File: src/rtl/pulse_sequence_scheduler.sv
// pulse_sequence_scheduler: steps the pulse generator through a table of
// delay/width/repetition entries, optionally looping the table.
module pulse_sequence_scheduler #(
    parameter int DEPTH = 8,
    parameter int ADDR_W = $clog2(DEPTH)
) (
    input  logic              clk,
    input  logic              reset,
    input  logic              cfg_wr_en,
    input  logic [ADDR_W-1:0] cfg_wr_addr,
    input  logic [31:0]       cfg_wr_delay,
    input  logic [31:0]       cfg_wr_width,
    input  logic [15:0]       cfg_wr_rep,
    input  logic [ADDR_W:0]   seq_len,
    input  logic [15:0]       loop_count,
    input  logic              go,
    input  logic              abort,
    input  logic              gen_done,
    output logic              gen_start,
    output logic              gen_stop,
    output logic [31:0]       gen_delay_cycles,
    output logic [31:0]       gen_pulse_width_cycles,
    output logic [15:0]       gen_repetition,
    output logic              busy,
    output logic              seq_done,
    output logic              wr_err,
    output logic [ADDR_W-1:0] cur_index
);
    typedef enum logic [2:0] {IDLE, LOAD, START, WAIT, NEXT} state_t;
    localparam logic [ADDR_W:0] max_len = (ADDR_W+1)'(DEPTH);
    logic [31:0]       tbl_delay [DEPTH];
    logic [31:0]       tbl_width [DEPTH];
    logic [15:0]       tbl_rep   [DEPTH];
    state_t            state, state_n;
    logic              go_q, go_edge, active, more, again, done_n;
    logic [ADDR_W-1:0] idx;
    logic [ADDR_W:0]   len_q, len_in;
    logic [15:0]       loop_q, loops_left;
    assign go_edge   = go & ~go_q;
    assign active    = state != IDLE;
    assign len_in    = seq_len > max_len ? max_len : seq_len;
    assign more      = ({1'b0, idx} + (ADDR_W+1)'(1)) < len_q;
    assign again     = loop_q == '0 || loops_left > 16'd1;
    assign busy      = active;
    assign gen_start = state == START;
    always_comb begin
        state_n = state;
        done_n  = 1'b0;
        case (state)
            IDLE: begin
                state_n = go_edge && len_in != '0 ? LOAD : IDLE;
                done_n  = go_edge && len_in == '0;
            end
            LOAD:  state_n = tbl_width[idx] == '0 ? NEXT : START;
            START: state_n = WAIT;
            WAIT:  state_n = gen_done ? NEXT : WAIT;
            NEXT: begin
                state_n = more || again ? LOAD : IDLE;
                done_n  = !(more || again);
            end
            default: state_n = IDLE;
        endcase
        if (active && abort) begin
            state_n = IDLE;
            done_n  = 1'b0;
        end
    end
    always_ff @(posedge clk or posedge reset) begin
        if (reset) state <= IDLE;
        else       state <= state_n;
    end
    always_ff @(posedge clk or posedge reset) begin
        if (reset) begin
            for (int i = 0; i < DEPTH; i++) begin
                tbl_delay[i] <= '0;
                tbl_width[i] <= '0;
                tbl_rep[i]   <= '0;
            end
            go_q                   <= 1'b0;
            gen_stop               <= 1'b0;
            seq_done               <= 1'b0;
            wr_err                 <= 1'b0;
            gen_delay_cycles       <= '0;
            gen_pulse_width_cycles <= '0;
            gen_repetition         <= '0;
            cur_index              <= '0;
            idx                    <= '0;
            len_q                  <= '0;
            loop_q                 <= '0;
            loops_left             <= '0;
        end else begin
            go_q     <= go;
            gen_stop <= active && abort;
            seq_done <= done_n;
            wr_err   <= cfg_wr_en && active;
            if (cfg_wr_en && !active) begin
                tbl_delay[cfg_wr_addr] <= cfg_wr_delay;
                tbl_width[cfg_wr_addr] <= cfg_wr_width;
                tbl_rep[cfg_wr_addr]   <= cfg_wr_rep;
            end
            if (!active && go_edge) begin
                len_q      <= len_in;
                loop_q     <= loop_count;
                loops_left <= loop_count;
                idx        <= '0;
            end
            // abort freezes the config buses and index where they are
            if (state == LOAD && !abort) begin
                gen_delay_cycles       <= tbl_delay[idx];
                gen_pulse_width_cycles <= tbl_width[idx];
                gen_repetition         <= tbl_rep[idx];
                cur_index              <= idx;
            end
            if (state == NEXT && !abort) begin
                if (more) idx <= idx + ADDR_W'(1);
                else begin
                    idx <= '0;
                    if (loop_q != '0 && loops_left > 16'd1) loops_left <= loops_left - 16'd1;
                end
            end
        end
    end
endmodule

File: config.mk
export PLATFORM = sky130hd
export DESIGN_NAME = pulse_sequence_scheduler
export DESIGN_NICKNAME = d
export VERILOG_FILES = /design/src/rtl/pulse_sequence_scheduler.sv
export SDC_FILE = /design/constraint.sdc
export NUM_CORES = 2
export LEC_CHECK = 0
export ABC_AREA = 0
export CORE_MARGIN = 3
export CORE_UTILIZATION = 38
export DETAILED_ROUTE_END_ITERATION = 6
export GPL_TIMING_DRIVEN = 0
export PLACE_DENSITY_LB_ADDON = 0.08
export SLEW_MARGIN = 20
export SYNTH_ARGS = -nofsm -noshare
export SYNTH_HDL_FRONTEND = slang
export SYNTH_SLANG_ARGS = --single-unit
export TNS_END_PERCENT = 20
File: constraint.sdc
create_clock -name clk -period 37.3 [get_ports clk]
set_input_delay 5.595 -clock clk [delete_from_list [all_inputs] [get_ports clk]]
set_output_delay 5.595 -clock clk [all_outputs]
set_load 0.1 [all_outputs]
# [Word level (Yosys, flattened, before mapping)]
# Cells that the tools add are included.
[word_totals] output_inout_bits=88 inputBits=109 elab_cells=109 ff_bits=769
[op_classes] n_lt_le_gt_ge=6 addsub=3 n_eq_ne=4 bitwise=4 n_reduce_logical=23 mux=32
[op_table] operator="$bwmux 256" count=2
[op_table] operator="$bmux 32 s3" count=2
[op_table] operator="$mux 32" count=5
[op_table] operator="$bwmux 128" count=1
[op_table] operator="$mux 16" count=7
[op_table] operator="$demux 32 s3" count=1
[op_table] operator="$bmux 16 s3" count=1
[op_table] operator="$demux 16 s3" count=1
[op_table] operator="$logic_not 32->1" count=1
[op_table] operator="$mux 3" count=6
[op_table] operator="$gt 16x1->1 const B" count=1
[op_table] operator="$logic_not 16->1" count=1
[op_table] operator="$reduce_bool 16->1" count=1
[op_table] operator="$sub 16x1->16 const B" count=1
[op_table] operator="$pmux 3 s5" count=1
[op_table] operator="$logic_and 1x1->1" count=10
[op_table] operator="$ge 4x4->1 const B" count=2
[op_table] operator="$not 3->4" count=2
[op_table] operator="$eq 3x2->1 const B" count=2
[op_table] operator="$add 3x1->4 const B" count=1
[op_table] operator="$gt 4x4->1 const B" count=1
[op_table] operator="$logic_not 4->1" count=1
[op_table] operator="$lt 4x1->1 const B" count=1
[op_table] operator="$lt 4x4->1" count=1
[op_table] operator="other kinds (14)" count=19

# [Depth between registers and ports, before layout]
[logic_depth] depth_word=8 ltp_mapped=15 ltp_nobuf=9

# [Worst setup path before layout]
# No wires, ideal clock.
[synth_path] path_kind="register to output" start="register state[1]" end="output port gen_start" path_buffers=1 path_slack_ps=28896 arrival_time_ps=2809 stages_incl_launch_ff=3 required_time_ps=31705 cell_sequence="dfrtp_1 clkbuf_1 nor3b_1"
[synth_between] elab_chain_len=1
[synth_rtl] element="start, declared" line="34" text="state_t state, state_n;"
[synth_rtl] element="start signal, assigned" line="70" text="else state <= state_n;"
[synth_rtl] element="$eq 3x2->1" line="45" text="assign gen_start = state == START;"
[synth_rtl] element="end, declared" line="19" text="output logic gen_start,"
# Every way passes these cells.

# [Worst setup path in the final report]
[layout_path] start="register state[1]" end="output port busy"
[layout_between] elab_chain_len=1
[layout_rtl] element="$reduce_bool 3->1" line="40" text="assign active = state != IDLE;"
[layout_rtl] element="end, declared" line="24" text="output logic busy,"
# Every way passes these cells.

==> metrics.md <==
| Metric | Value |
|---|---|
| Crit path arrival time | 2.80 ns |
| Synth cell types | 54 |
| M1 wire length | 42620 um |
| Sw Share | 33.92% |
| Critical Path Sink Type | primary output |
| Final wirelength | around 94000 um |
| Initial Util | 38.61% |
| Cts repair resizes | 0 |
| CTS clk-pin slew, worst paths | 0.05 ns |
| HP Class | reg -> reg |
| CTS buffer count | 88 |
| Slew at the pin closest to its max-slew limit | around 1.2 ns |
| Cell total after placement | 3570 |
| Area of the multi-input gates | ~0.014 mm^2 |
| Min Tclk post-route | 8.398 ns |
| Clk_lat worst skew | 0.65 ns |
| Seq pwr share | 42.5% |
| Die height | 303.8 um |
| Net count reported at finish | 2620 |
| Final setup TNS | 0 ns |
| Final hold vios | 0 |
| Synth-to-Final Area Change | 19.26% |
| 1st-pass router iterations | 5 |
| Cell area after synthesis | 0.03370 mm^2 |
| WHS | 0.4744 ns |
| Final Skew | about 0.025 ns |
| Mapped Cells | 2212 |
| Vias in the first global route | 21570 |
| Finished Layout Cells | 3729 |
| Async set-or-reset flop fraction in the synthesized netlist | 100.0% |
| ANT nets after route | 0 |
| Pint | 2.249 mW |
| First-pass GRT wire length | 143000 um |
| Syn avg cell area | around 15 um^2 |
| Synthesized Nets | 2327 |
| Share of cells above drive strength 1 | 40.04% |
| Fin crit share | 22.51% |
| Port Buffers | slightly below 200 |
| Hold buffer count at cts | 0 |
| Global route overflow | 0 |
| Clk buf depth | 3 |
| Top layer used by detailed routing | met5 |
| Fmax | 119.1 MHz |
| Initial antenna violation count | 11 |
| DR WL met2 | 45740 um |
| Postcts setup bufs | 0 |
| Final HPWL DP | roughly 63000 um |
| Comb pwr share | 32.7% |
| Fill cell count | 7816 |
| Leakage | ~17 nW |
| CP startpoint kind | register |
| Flops & latches, synth | 769 |
| Crit Path Class | reg -> out |
| Leading cell type in the layout, fill and taps excluded | dfrtp_1 |
| Most frequent cells in the layout | dfrtp_1, mux2_2, clkdlybuf4s50_1 |
| Psw | 1.154 mW |
| Largest net degree at the start of global routing | 108 |
| Status | finished clean |
| Sequential Area | 0.01924 mm^2 |
| Final GP Congestion | 0.7725 |
| Register area share after synthesis | between 50% and 60% |
| Required time at the worst-slack endpoint | ~32 ns |
| H-tree Lvls | 3 |
| Routed vias/inst | 5.369 |
| Drt drc | 0 |
| DR vias | 20020 |
| Wire length per cell | approximately 25 um |
| CP max FO | 10 |
| Total GRT Usage | 20.53% |
| Final setup violation count | 0 |
| Post-synth EDFFs | 0 |
| Clk pwr share | between 20% and 30% |
| CTS tree | done |
| CORE AREA | 0.08729 mm^2 |
| Cell row count | 108 |
| Die width | 303.8 um |
| Rel. slew slack | 19.12% |
| VDD IR-drop max | 0.06204 mV |
| Warnings, synthesis | 0 |
| Root Buffer | clkbuf_16 |
| Met3 Wirelength | about 3200 um |
| Pwr per Cell Area | ~85 mW/mm^2 |
| CTS sink cnt | 769 |
| RSZ-0062 raised after global routing | no |
| DR iter-0 viols | ~1100 |
| # IOs | about 200 |
| Worst r2r path cells | 13 |
| Pins Over Slew Limit | 0 |
| Die Area | 0.09229 mm^2 |
| Hold-critical path depth | 2 |
| Ys flop type | dfrtp_1 |
| Maxcap violations | 0 |
[per-layer routing]
| layer | up-vias | track usage (%) |
|---|---|---|
| li1 | 8765 | - |
| met1 | 10750 | 28.58 |
| met2 | 377 | 33.63 |
| met3 | 130 | 2.958 |
| met4 | 4 | 5.910 |
| met5 | - | 0 |
[state kept, by name, summed over array words and instances (netlist names)]
name,cells
tbl_delay,256
loops_left,16
tbl_rep,128
wr_err,1
loop_q,16
state,3
gen_pulse_width_cycles,32
go_q,1
cur_index,3
gen_stop,1
len_q,4
seq_done,1
tbl_width,256
gen_delay_cycles,32
gen_repetition,16
idx,3
[power by group through the flow]
stage,logic (mW),clock network [mW],registers [mW]
global placement,1.10,0,1.44
detailed placement,1.13,0,1.46
floorplan,0.600,0,1.67
finish,1.11,0.845,1.45
CTS,1.13,0.869,1.44
global route,1.19,0.903,1.49
[critical path, stage by stage, from the launching register on]
cell,delay [ns]
dfrtp_1,0.35
clkbuf_1,0.20
nor3_2,0.57
inv_2,0.07
clkdlybuf4s50_1,0.98
[cell type report]
cell class / instances / area share (%)
sequential: 769 / 47.88
clock inverter: 19 / 0.4483
clock buffer: 136 / 6.606
buffer: 150 / 1.743
inverter: 9 / 0.1027
tap: 1155 / 3.596
timing repair buffer: 203 / 5.417
multi-input combinational: 1284 / 34.18
antenna: 4 / 0.02491
[cell usage after synthesis (2+ instances only)]
cell type    n  area [um^2]
mux2_4       3        45.04
buf_1       17        63.81
nor3_2       2        20.02
o21a_1       2        15.01
a211oi_1     2        15.01
buf_2       80        400.4
or3_1        3        18.77
nor4_1      11        68.82
and3_1       2        12.51
mux2_2     639         7196
o31ai_1      9        67.56
nand2b_1     2        12.51
nand3b_1     7        52.55
buf_4        6        45.04
a221oi_1     8        70.07
nor2b_1      3        18.77
a32o_1       3        30.03
nand4_1     10        62.56
mux2_1      28        315.3
ha_1         6        75.07
a31o_1       2        17.52
clkbuf_1    46        172.7
and2_1       2        12.51
a31oi_1      2        12.51
o22ai_1     13        81.33
mux2i_1     87        870.8
dfrtp_1    769        19240
nor2_1      36        135.1
nor3_1       6        30.03
inv_1        8        30.03
nand3_1     10        50.05
o21ai_0     69        345.3
o221a_1     10        112.6
a21oi_1      2        10.01
nand2_1    142        533.0
nor3b_1      4        30.03
mux4_2     144         3243
[through the flow]
stage	utilization (%)	instance area, um^2	worst slack (ns)	power [mW]
4_1_cts	46.02	40170	28.84	3.441
6_report	46.04	40190	28.90	3.403
3_3_place_gp	42.49	37090	1.838	2.538
5_1_grt	46.04	40190	28.76	3.587
3_5_place_dp	42.77	37340	28.24	2.583
2_1_floorplan	-	33700	10.12	2.269
[cell families after synthesis]
kind of cell | count (synthesis) | synth area share (%)
XOR/XNOR | 1 | 0.02599
multiplexers | 901 | 34.63
buffers and inverters | 159 | 2.157
AND/OR/NAND/NOR | 246 | 3.297
adder cells (fa/ha/maj) | 6 | 0.2228
AO/OA/AOI/OAI | 130 | 2.566
flip-flops | 769 | 57.10
[path summary, 6_finish.rpt]
path | slack [ns] | end | start
setup / recovery | 28.90 | busy | state[1]
hold / removal | 0.47 | gen_repetition[1] | gen_repetition[1]
setup reg to reg | 32.12 | loops_left[4] | idx[0]
hold reg to reg | 0.47 | gen_repetition[1] | gen_repetition[1]
max in group asynchronous | 29.34 | tbl_delay[133] | reset
min in group asynchronous | 5.46 | loop_q[3] | reset
Note: power is estimated with default switching activity, not from simulation.
